<file path="src/rtl/irs_sample_read_sequencer.sv">
// irs_sample_read_sequencer: steps the IRS3B read address through one channel and streams latched samples.
module irs_sample_read_sequencer #(
  parameter int NUM_SAMPLES    = 64,
  parameter int SETTLE_CYCLES  = 4,
  parameter int TIMEOUT_CYCLES = 1023
) (
  input  logic        clk_i,
  input  logic        rst_ni,
  input  logic        start_i,
  input  logic [2:0]  ch_sel_i,
  output logic        busy_o,
  output logic        addr_start_o,
  output logic        addr_mode_o,
  output logic [2:0]  addr_ch_o,
  input  logic        addr_reached_i,
  output logic        irs_smpall_o,
  input  logic [11:0] irs_dat_i,
  output logic [11:0] dat_o,
  output logic [5:0]  sample_o,
  output logic [2:0]  ch_o,
  output logic        valid_o,
  output logic        last_o,
  input  logic        ready_i,
  output logic        done_o,
  output logic        timeout_o
);
  localparam logic [2:0] IDLE      = 3'd0;
  localparam logic [2:0] LOAD_REQ  = 3'd1;
  localparam logic [2:0] STEP_REQ  = 3'd2;
  localparam logic [2:0] WAIT_ADDR = 3'd3;
  localparam logic [2:0] SETTLE    = 3'd4;
  localparam logic [2:0] OUT_WAIT  = 3'd5;
  localparam logic [2:0] DONE      = 3'd6;
  localparam logic [5:0] LAST_SAMPLE = 6'(NUM_SAMPLES - 1);
  localparam logic [9:0] SETTLE_LAST = 10'(SETTLE_CYCLES - 1);
  localparam logic [9:0] TIMEOUT     = 10'(TIMEOUT_CYCLES);
  logic [2:0] state;
  logic [9:0] cnt;
  assign busy_o       = state != IDLE;
  assign irs_smpall_o = busy_o;
  assign addr_start_o = state == LOAD_REQ || state == STEP_REQ;
  assign addr_mode_o  = state == LOAD_REQ;
  assign addr_ch_o    = ch_o;
  assign done_o       = state == DONE;
  // cnt serves both as the shifter wait timer and as the settle timer
  always_ff @(posedge clk_i or negedge rst_ni)
    if (!rst_ni) begin
      state     <= IDLE;
      cnt       <= '0;
      dat_o     <= '0;
      sample_o  <= '0;
      ch_o      <= '0;
      valid_o   <= 1'b0;
      last_o    <= 1'b0;
      timeout_o <= 1'b0;
    end else begin
      case (state)
        IDLE:
          if (start_i) begin
            ch_o      <= ch_sel_i;
            sample_o  <= '0;
            timeout_o <= 1'b0;
            state     <= LOAD_REQ;
          end
        LOAD_REQ, STEP_REQ: begin
          cnt   <= '0;
          state <= WAIT_ADDR;
        end
        WAIT_ADDR:
          if (addr_reached_i) begin
            cnt   <= '0;
            state <= SETTLE;
          end else if (cnt == TIMEOUT) begin
            timeout_o <= 1'b1;
            state     <= IDLE;
          end else
            cnt <= cnt + 10'd1;
        SETTLE:
          if (cnt == SETTLE_LAST) begin
            dat_o   <= irs_dat_i;
            valid_o <= 1'b1;
            last_o  <= sample_o == LAST_SAMPLE;
            state   <= OUT_WAIT;
          end else
            cnt <= cnt + 10'd1;
        OUT_WAIT:
          if (ready_i) begin
            valid_o <= 1'b0;
            last_o  <= 1'b0;
            if (last_o)
              state <= DONE;
            else begin
              sample_o <= sample_o + 6'd1;
              state    <= STEP_REQ;
            end
          end
        default: state <= IDLE;
      endcase
    end
endmodule
</file>
<file path="config.mk">
export PLATFORM = sky130hd
export DESIGN_NAME = irs_sample_read_sequencer
export DESIGN_NICKNAME = d
export VERILOG_FILES = /design/src/rtl/irs_sample_read_sequencer.sv
export SDC_FILE = /design/constraint.sdc
export NUM_CORES = 1
export LEC_CHECK = 0
export ABC_CLOCK_PERIOD_IN_PS = 1800
export BUFFER_PORTS_ARGS = -buffer_cell sky130_fd_sc_hd__buf_4
export CELL_PAD_IN_SITES_DETAIL_PLACEMENT = 1
export CELL_PAD_IN_SITES_GLOBAL_PLACEMENT = 1
export CORE_UTILIZATION = 36
export CTS_CLUSTER_SIZE = 28
export DETAILED_ROUTE_END_ITERATION = 8
export GPL_TIMING_DRIVEN = 1
export PLACE_DENSITY = 0.86
export SLEW_MARGIN = 20
export SYNTH_ARGS = -nofsm -noshare
export SYNTH_HDL_FRONTEND = slang
export SYNTH_SLANG_ARGS = --single-unit
</file>
<file path="constraint.sdc">
create_clock -name clk_i -period 1.8 [get_ports clk_i]
set_input_delay 0.18 -clock clk_i [delete_from_list [all_inputs] [get_ports clk_i]]
set_output_delay 0.18 -clock clk_i [all_outputs]
set_load 0.03 [all_outputs]
</file>
# After elaboration in Yosys (flattened, before gate mapping)
# Index checks and enable logic that the tools add are counted.
# Widths: inputs -> output; s select.
# word_totals
regBits	37
latch_bits	0
ram_bits	0
mem_bits_ro	0
inputBits	20
out_inout_bits	32
wordCells	67
mem_count	0
# op_classes
n_addsub	2
multipliers	0
div_mod_pow	0
order_cmp	0
eq_ne	18
n_shift	0
mux	24
bitwise_logic	0
reduce_logical	15
# ops
op	n
$mux 10	3
$pmux 10 s3	1
$mux 3	6
$mux 6	3
$pmux 3 s5	1
$ne 2x2->1 const B	7
$pmux 6 s2	1
$reduce_and 4->1	3
$add 10x1->10 const B	1
$eq 10x10->1 const B	1
$eq 10x2->1 const B	1
$eq 3x3->1 const B	3
$add 6x1->6 const B	1
$eq 3x2->1 const B	2
$eq 6x6->1 const B	1
$mux 1	6
$ne 3x3->1 const B	2
$pmux 1 s2	3
$reduce_and 3->1	2
$reduce_bool 2->1	3
$reduce_bool 3->1	2
$reduce_and 2->1	2
$eq 3x1->1 const B	1
$logic_not 3->1	1
2 further kinds	2

# Depth between registers and ports, before layout
# Gate-level depths: netlist of the first run.
# depth
depth_word	4
depth_mapped	7
ltp_nobuf	6

# Worst setup path before layout of the first run
# Ideal clock, no wire load.
# synth_path
path_type	reg2reg
from	reg state[1]
to	reg ch_o[0] (netlist: addr_ch_o[0])
setup_time_ns	0.125
t_arrival_ns	1.759
required_ns	1.675
path_slack_ns	-0.084
path_stages_with_launch	5
n_path_buf	1
period_less_slack_ns	1.884
cell_sequence	dfrtp_1 > clkbuf_1 > or3_1 > nor2_2 > mux2_2
# synth_via
elab_chain_len	2
# synth_lines
item	line	text
start, declared	37	logic [2:0] state;
start signal, assigned	48	state <= IDLE;
start signal, assigned	63	state <= LOAD_REQ;
start signal, assigned	67	state <= WAIT_ADDR;
$logic_not 3->1	57	case (state)
$reduce_and 2->1 (no line)	--	
end signal, assigned	60	ch_o <= ch_sel_i;
end, declared	20	output logic [2:0] ch_o,
# No other way between the ends.
# A chain may end at the register's enable or synchronous reset.

# Worst setup path after layout of the first run
# layout_path
from	reg cnt[6]
to	reg dat_o[2]
# layout_via
elab_chain_len	2
# layout_lines
item	line	text
start, declared	38	logic [9:0] cnt;
start signal, assigned	77	cnt <= cnt + 10'd1;
start signal, assigned	85	cnt <= cnt + 10'd1;
$eq 10x2->1	79	if (cnt == SETTLE_LAST) begin
$reduce_and 2->1 (no line)	--	
end signal, assigned	80	dat_o <= irs_dat_i;
end, declared	18	output logic [11:0] dat_o,
# No other way between the ends.

==> impl_metrics.tcl, run 1 <==
set metrics [dict create \
    place_hpwl_um 3710 \
    power.density_nw_per_um2 1370 \
    hold_path.class "in2reg" \
    drive_gt1_share_pct 48.6 \
    path_clk_slew_ns 0.07 \
    fmax_mhz 563 \
    cp-startpoint "cnt[6]" \
    grt_pass1_vias 1689 \
    r2r-start "cnt[6]" \
    final_hold_viol_count 0 \
    r2r_cells 5 \
    placed_area_um2 2530 \
    ys_ff_latch 37 \
    fin_nets 274 \
    grt_overflow_total 0 \
    synthTopCellsByArea "dfrtp_1 (48%), mux2_2 (5.9%), mux2_4 (5.5%)" \
    antenna_found_initial 0 \
    diodes 0 \
    drtIter0Drc 52 \
    netlist.area_leader.share_pct 48.4 \
    final.setup.tns_ns 0 \
    place_congestion 0.804 \
    numClockSinks 37 \
    num_vias 1601 \
    worstReg2RegEnd "dat_o[2]" \
    fin_skew_ns 0.00215 \
    peakVddDrop_uv 916 \
    drc 0 \
    finalMaxSlewViolations 0 \
    hold_path_depth 2 \
    h-tree-depth 2 \
    die_area_um2 5610 \
    grt_max_degree 38 \
    reg2reg_slack_ns 0.02 \
    stdcell_area_um2 2700 \
    final_common_cell "buf_4" \
    p_leak_nw 1.31 \
    critPathKind "reg2reg" \
    worstPathArrival_ns 1.96 \
    io_pins 52 \
    mostFrequentLayoutCells "buf_4 (79), dfrtp_1 (37), nor2_1 (14), nand2_1 (14)" \
    place_inst 310 \
    core_area_um2 5110 \
    ys_types 45 \
    insertion_delay_ns 0.29 \
    ctsLongestPathBuffers 2 \
    crit_required_ns 1.98 \
    worstPathMaxFanout 15 \
    end_kind "flip-flop" \
    postRouteAntennaNets 0 \
    grt_pass1_wl_um 8090 \
    dr.pass1.iters 4 \
    outcome "completed" \
    fin_cells 323 \
    tightest_slew_ns 0.477 \
    worstSetupStartpointType "flip-flop" \
    vias_per_cell 4.96 \
    min_to "dat_o[10]" \
    wl_um 5110 \
    syn_to_final_growth_pct 41.2 \
    num_rows 26 \
    setup_viol 0 \
    floorplan.initialDensity_pct 37.5 \
    yosysSeqAreaShare_pct 48.4 \
    syn_area_per_cell_um2 11.1 \
    netlist_area_um2 1910 \
    synth_edf_count 0 \
    synth_top_area_cell "dfrtp_1" \
    tritoncts "yes" \
    relSlewSlack_pct 68.2 \
    root_buffer "clkbuf_8" \
    yosysWarnings 0 \
    syn-num-nets 195 \
    synthArstFlopShare_pct 100 \
    postSynthCellCount 173 \
    die_w_um 74.9 \
    grt_usage_pct 19.6 \
    rsz0062_at_grt "true" \
    totalPowerFinal_mw 3.72 \
    ys.flop_type "dfrtp_1" \
    io_buffer_count 51 \
    min_period_ns 1.78 \
    numCtsBuffers 5 \
    maxCapViolCount 0 \
    wl_per_cell_um 15.8 \
    post-route-period-util_pct 98.7 \
    min_from "irs_dat_i[10]" \
    fp.dieH_um 74.9 \
]
-- sequential cells by signal, summed over array words and instances (netlist names) --
name	count
addr_ch_o	3
sample_o	6
last_o	1
dat_o	12
state	3
timeout_o	1
valid_o	1
cnt	10
-- cells by family after synthesis --
family / count (synthesis) / share of synthesized area, %
buf+inv: 16 / 5.16
simple gates: 65 / 19.2
fa+ha+maj: 2 / 1.31
flops: 37 / 48.4
mux: 18 / 11.9
xor+xnor: 9 / 4.12
compound gates: 26 / 10.0
-- layer usage --
layer	vias up	wire length [um]	track usage (%)
met5	-	0	0
met4	0	74	7.34
met3	6	283	4.82
met2	46	2520	34.8
met1	788	2240	22.9
li1	761	-	-
-- report_power, final --
group          internal [mW]  leakage [nW]  total, mW  switching [mW]
Combinational          0.833         0.788       1.91            1.08
Sequential              1.01         0.472       1.15           0.146
Clock                  0.346        0.0542      0.651           0.305
Total                   2.19          1.31       3.72            1.53
-- synth_stat cells (2+ instances only) --
master	n
or3_1	4
o21ai_0	10
ha_1	2
nand4_1	4
nand3_1	6
nand2_1	14
and3b_1	2
dfrtp_1	37
a31oi_1	2
mux2_2	10
a21oi_1	5
o211ai_1	2
inv_1	6
and3_1	5
clkbuf_1	3
nor2_1	15
nor2b_1	2
xor2_1	8
buf_4	4
mux2_4	7
-- worst max path at each step --
stage | end | slack [ns] | cells after the start
after CTS | dat_o[2] | 0.01 | 5
after detailed placement | cnt[3] | -0.004 | 7
after global routing | dat_o[2] | -0.05 | 5
final | dat_o[2] | 0.02 | 5
after global placement | cnt[2] | 0.01 | 5
after floorplan | cnt[2] | 0.01 | 5
-- stage by stage --
stage               util, %  worst slack [ns]  hold WS, ns
CTS                    52.0           0.00954        0.112
floorplan                 -            0.0106       -0.116
finish                 52.9            0.0241        0.114
global placement       49.5            0.0150        0.172
detailed placement     49.5          -0.00428        0.184
global route           52.9           -0.0508        0.106
-- cell type report --
type                            instances  area [um^2]
Clock buffer                            7         96.3
Clock inverter                          1         5.00
Fill cell                             577         2400
Timing Repair Buffer                   82          634
Multi-Input combinational cell        120          931
Tap cell                               70         87.6
Inverter                                6         22.5
Sequential cell                        37          926
-- critical path: stages (launching register included) --
cell,delay [ns]
dfrtp_1,0.41
nor4_4,0.35
nand4_1,0.16
or2_1,0.27
buf_12,0.17
mux2_4,0.30
-- timing repair --
action / 4_1_cts / 5_1_grt
hold buffers: 1 / 0
hold endpoints to repair: 37 / 0
setup endpoints to repair: 2 / 20
buffers inserted: 2 / 2
resized for setup: 2 / 8
pin swaps: 3 / 4
(Power assumes the default switching activity.)
==> run 2, diff against run 1 <==
--- a/config.mk
+++ b/config.mk
@@ -13,6 +13,7 @@
 export CTS_CLUSTER_SIZE = 28
 export DETAILED_ROUTE_END_ITERATION = 8
 export GPL_TIMING_DRIVEN = 1
+export MAX_ROUTING_LAYER = met4
 export PLACE_DENSITY = 0.86
 export SLEW_MARGIN = 20
 export SYNTH_ARGS = -nofsm -noshare
==> impl_metrics.tcl, run 2 (same netlist as run 1, synthesis figures left out) <==
set metrics [dict create \
    drc 0 \
    end_kind "primary output" \
    root_buffer "clkbuf_8" \
    io_buffer_count 51 \
    dr.pass1.iters 4 \
    relSlewSlack_pct 68.2 \
    fill_cells 577 \
    grt_max_degree 38 \
    setup_viol 0 \
    final_common_cell "buf_4" \
    fin_util_pct 52.9 \
    wl_per_cell_um 15.8 \
    floorplan.initialDensity_pct 37.5 \
    post-route-period-util_pct 98.7 \
    finalMaxSlewViolations 0 \
    num_rows 26 \
    numCtsBuffers 5 \
    stdcell_area_um2 2700 \
    min_period_ns 1.78 \
    fmax_mhz 563 \
    worstPathMaxFanout 7 \
    cp_slowest_cell "dfrtp_1" \
    critPathKind "reg2out" \
    cp_num_buf_inv 3 \
    max_stage_delay_ns 0.42 \
    syn_to_final_growth_pct 41.2 \
    final_hold_viol_count 0 \
    postRouteAntennaNets 0 \
    insertion_delay_ns 0.29 \
    outcome "completed" \
    rsz0062_at_grt "true" \
    timing.critical_path.mode_cell "buf_4" \
    reg2reg_slack_ns 0.02 \
    die_area_um2 5610 \
    ctsLongestPathBuffers 2 \
    maxCapViolCount 0 \
    fin_nets 274 \
    diodes 0 \
    cp_top_family "buffers and inverters" \
    dp_slack_ns -0.00428 \
    worstReg2RegEnd "dat_o[2]" \
    totalPowerFinal_mw 3.71 \
    r2r_cells 5 \
    tightest_slew_ns 0.477 \
    tritoncts "yes" \
    drtIter0Drc 54 \
    die_w_um 74.9 \
    hold_path.class "in2reg" \
    placed_area_um2 2530 \
    grt_pass1_wl_um 8110 \
    r2r-start "cnt[6]" \
    worstSetupEndpoint "busy_o" \
    path_clk_slew_ns 0.07 \
    crit_required_ns 1.62 \
    cp-startpoint "state[0]" \
    mostFrequentLayoutCells "buf_4 (79), dfrtp_1 (37), nor2_1 (14), nand2_1 (14)" \
    place_congestion 0.815 \
    drive_gt1_share_pct 48.6 \
    cp.depth 4 \
    crit_chain "buf_4 > buf_4 > or3_4 > buf_4" \
    io_pins 52 \
    vias_per_cell 4.94 \
    grt_overflow_total 0 \
    final.setup.tns_ns 0 \
    grt_usage_pct 20.3 \
    core_area_um2 5110 \
    peakVddDrop_uv 916 \
    num_vias 1597 \
    largest_register_ffs 12 \
    worstPathArrival_ns 1.60 \
    worstSetupStartpointType "flip-flop" \
    fin_ws_ns 0.0236 \
    p_leak_nw 1.31 \
    grt_pass1_vias 1684 \
    power.density_nw_per_um2 1370 \
    numClockSinks 37 \
    place_hpwl_um 3710 \
    fp.dieH_um 74.9 \
    h-tree-depth 2 \
    fin_skew_ns 0.00494 \
    wl_um 5110 \
    top_register "dat_o" \
    antenna_found_initial 0 \
    reg.largest.list "dat_o: 12 flops, cnt: 10 flops, sample_o: 6 flops" \
]
-- run 2: cell counts in the layout (fill, tap and decap cells not counted) --
Identical to the previous run, type by type.
-- run 2: worst min path at each step --
stage | start | to | depth (start not counted)
2_1_floorplan | rst_ni | addr_ch_o[0] | 0
3_3_place_gp | rst_ni | cnt[4] | 1
3_5_place_dp | rst_ni | cnt[5] | 1
4_1_cts | irs_dat_i[10] | dat_o[10] | 2
5_1_grt | irs_dat_i[10] | dat_o[10] | 2
6_report | irs_dat_i[10] | dat_o[10] | 2
-- run 2: through the flow --
step / cells / hold WS (ns)
floorplan: 173 / -0.116
global placement: 310 / 0.172
detailed placement: 310 / 0.184
CTS: 321 / 0.112
global route: 323 / 0.106
finish: 323 / 0.115
-- run 2: repair_timing --
action	4_1_cts	5_1_grt
hold buffers	1	0
gates resized for setup	2	8
setup buffers	2	2
endpoints found under the hold margin	37	0
pin swaps	3	4
endpoints found under the setup margin	2	19
-- run 2: final cells by class --
type                            instances  area [um^2]  share of cell area [%]
Timing Repair Buffer                   82          634                    23.5
Multi-Input combinational cell        120          931                    34.4
Inverter                                6         22.5                   0.833
Clock inverter                          1         5.00                   0.185
Tap cell                               70         87.6                    3.24
Sequential cell                        37          926                    34.3
Clock buffer                            7         96.3                    3.56
-- run 2: worst register-to-register path: stages (launching register included) --
cell and delay, ns:
dfrtp_1 0.41, nor4_4 0.35, nand4_1 0.16, or2_1 0.27, buf_12 0.17, mux2_4 0.30
-- run 2: metal layers --
layer	global-route usage [%]	up-vias	routed length [um]
met3	4.28	6	250
met2	34.5	46	2520
met1	23.6	782	2260
met4	7.34	0	74
met5	-	-	0
li1	-	763	-
-- run 2: report_power, final --
part	total (mW)	internal (mW)	switching, mW
logic	1.91	0.833	1.08
registers	1.15	1.01	0.146
clock network	0.645	0.346	0.299
total	3.71	2.19	1.53
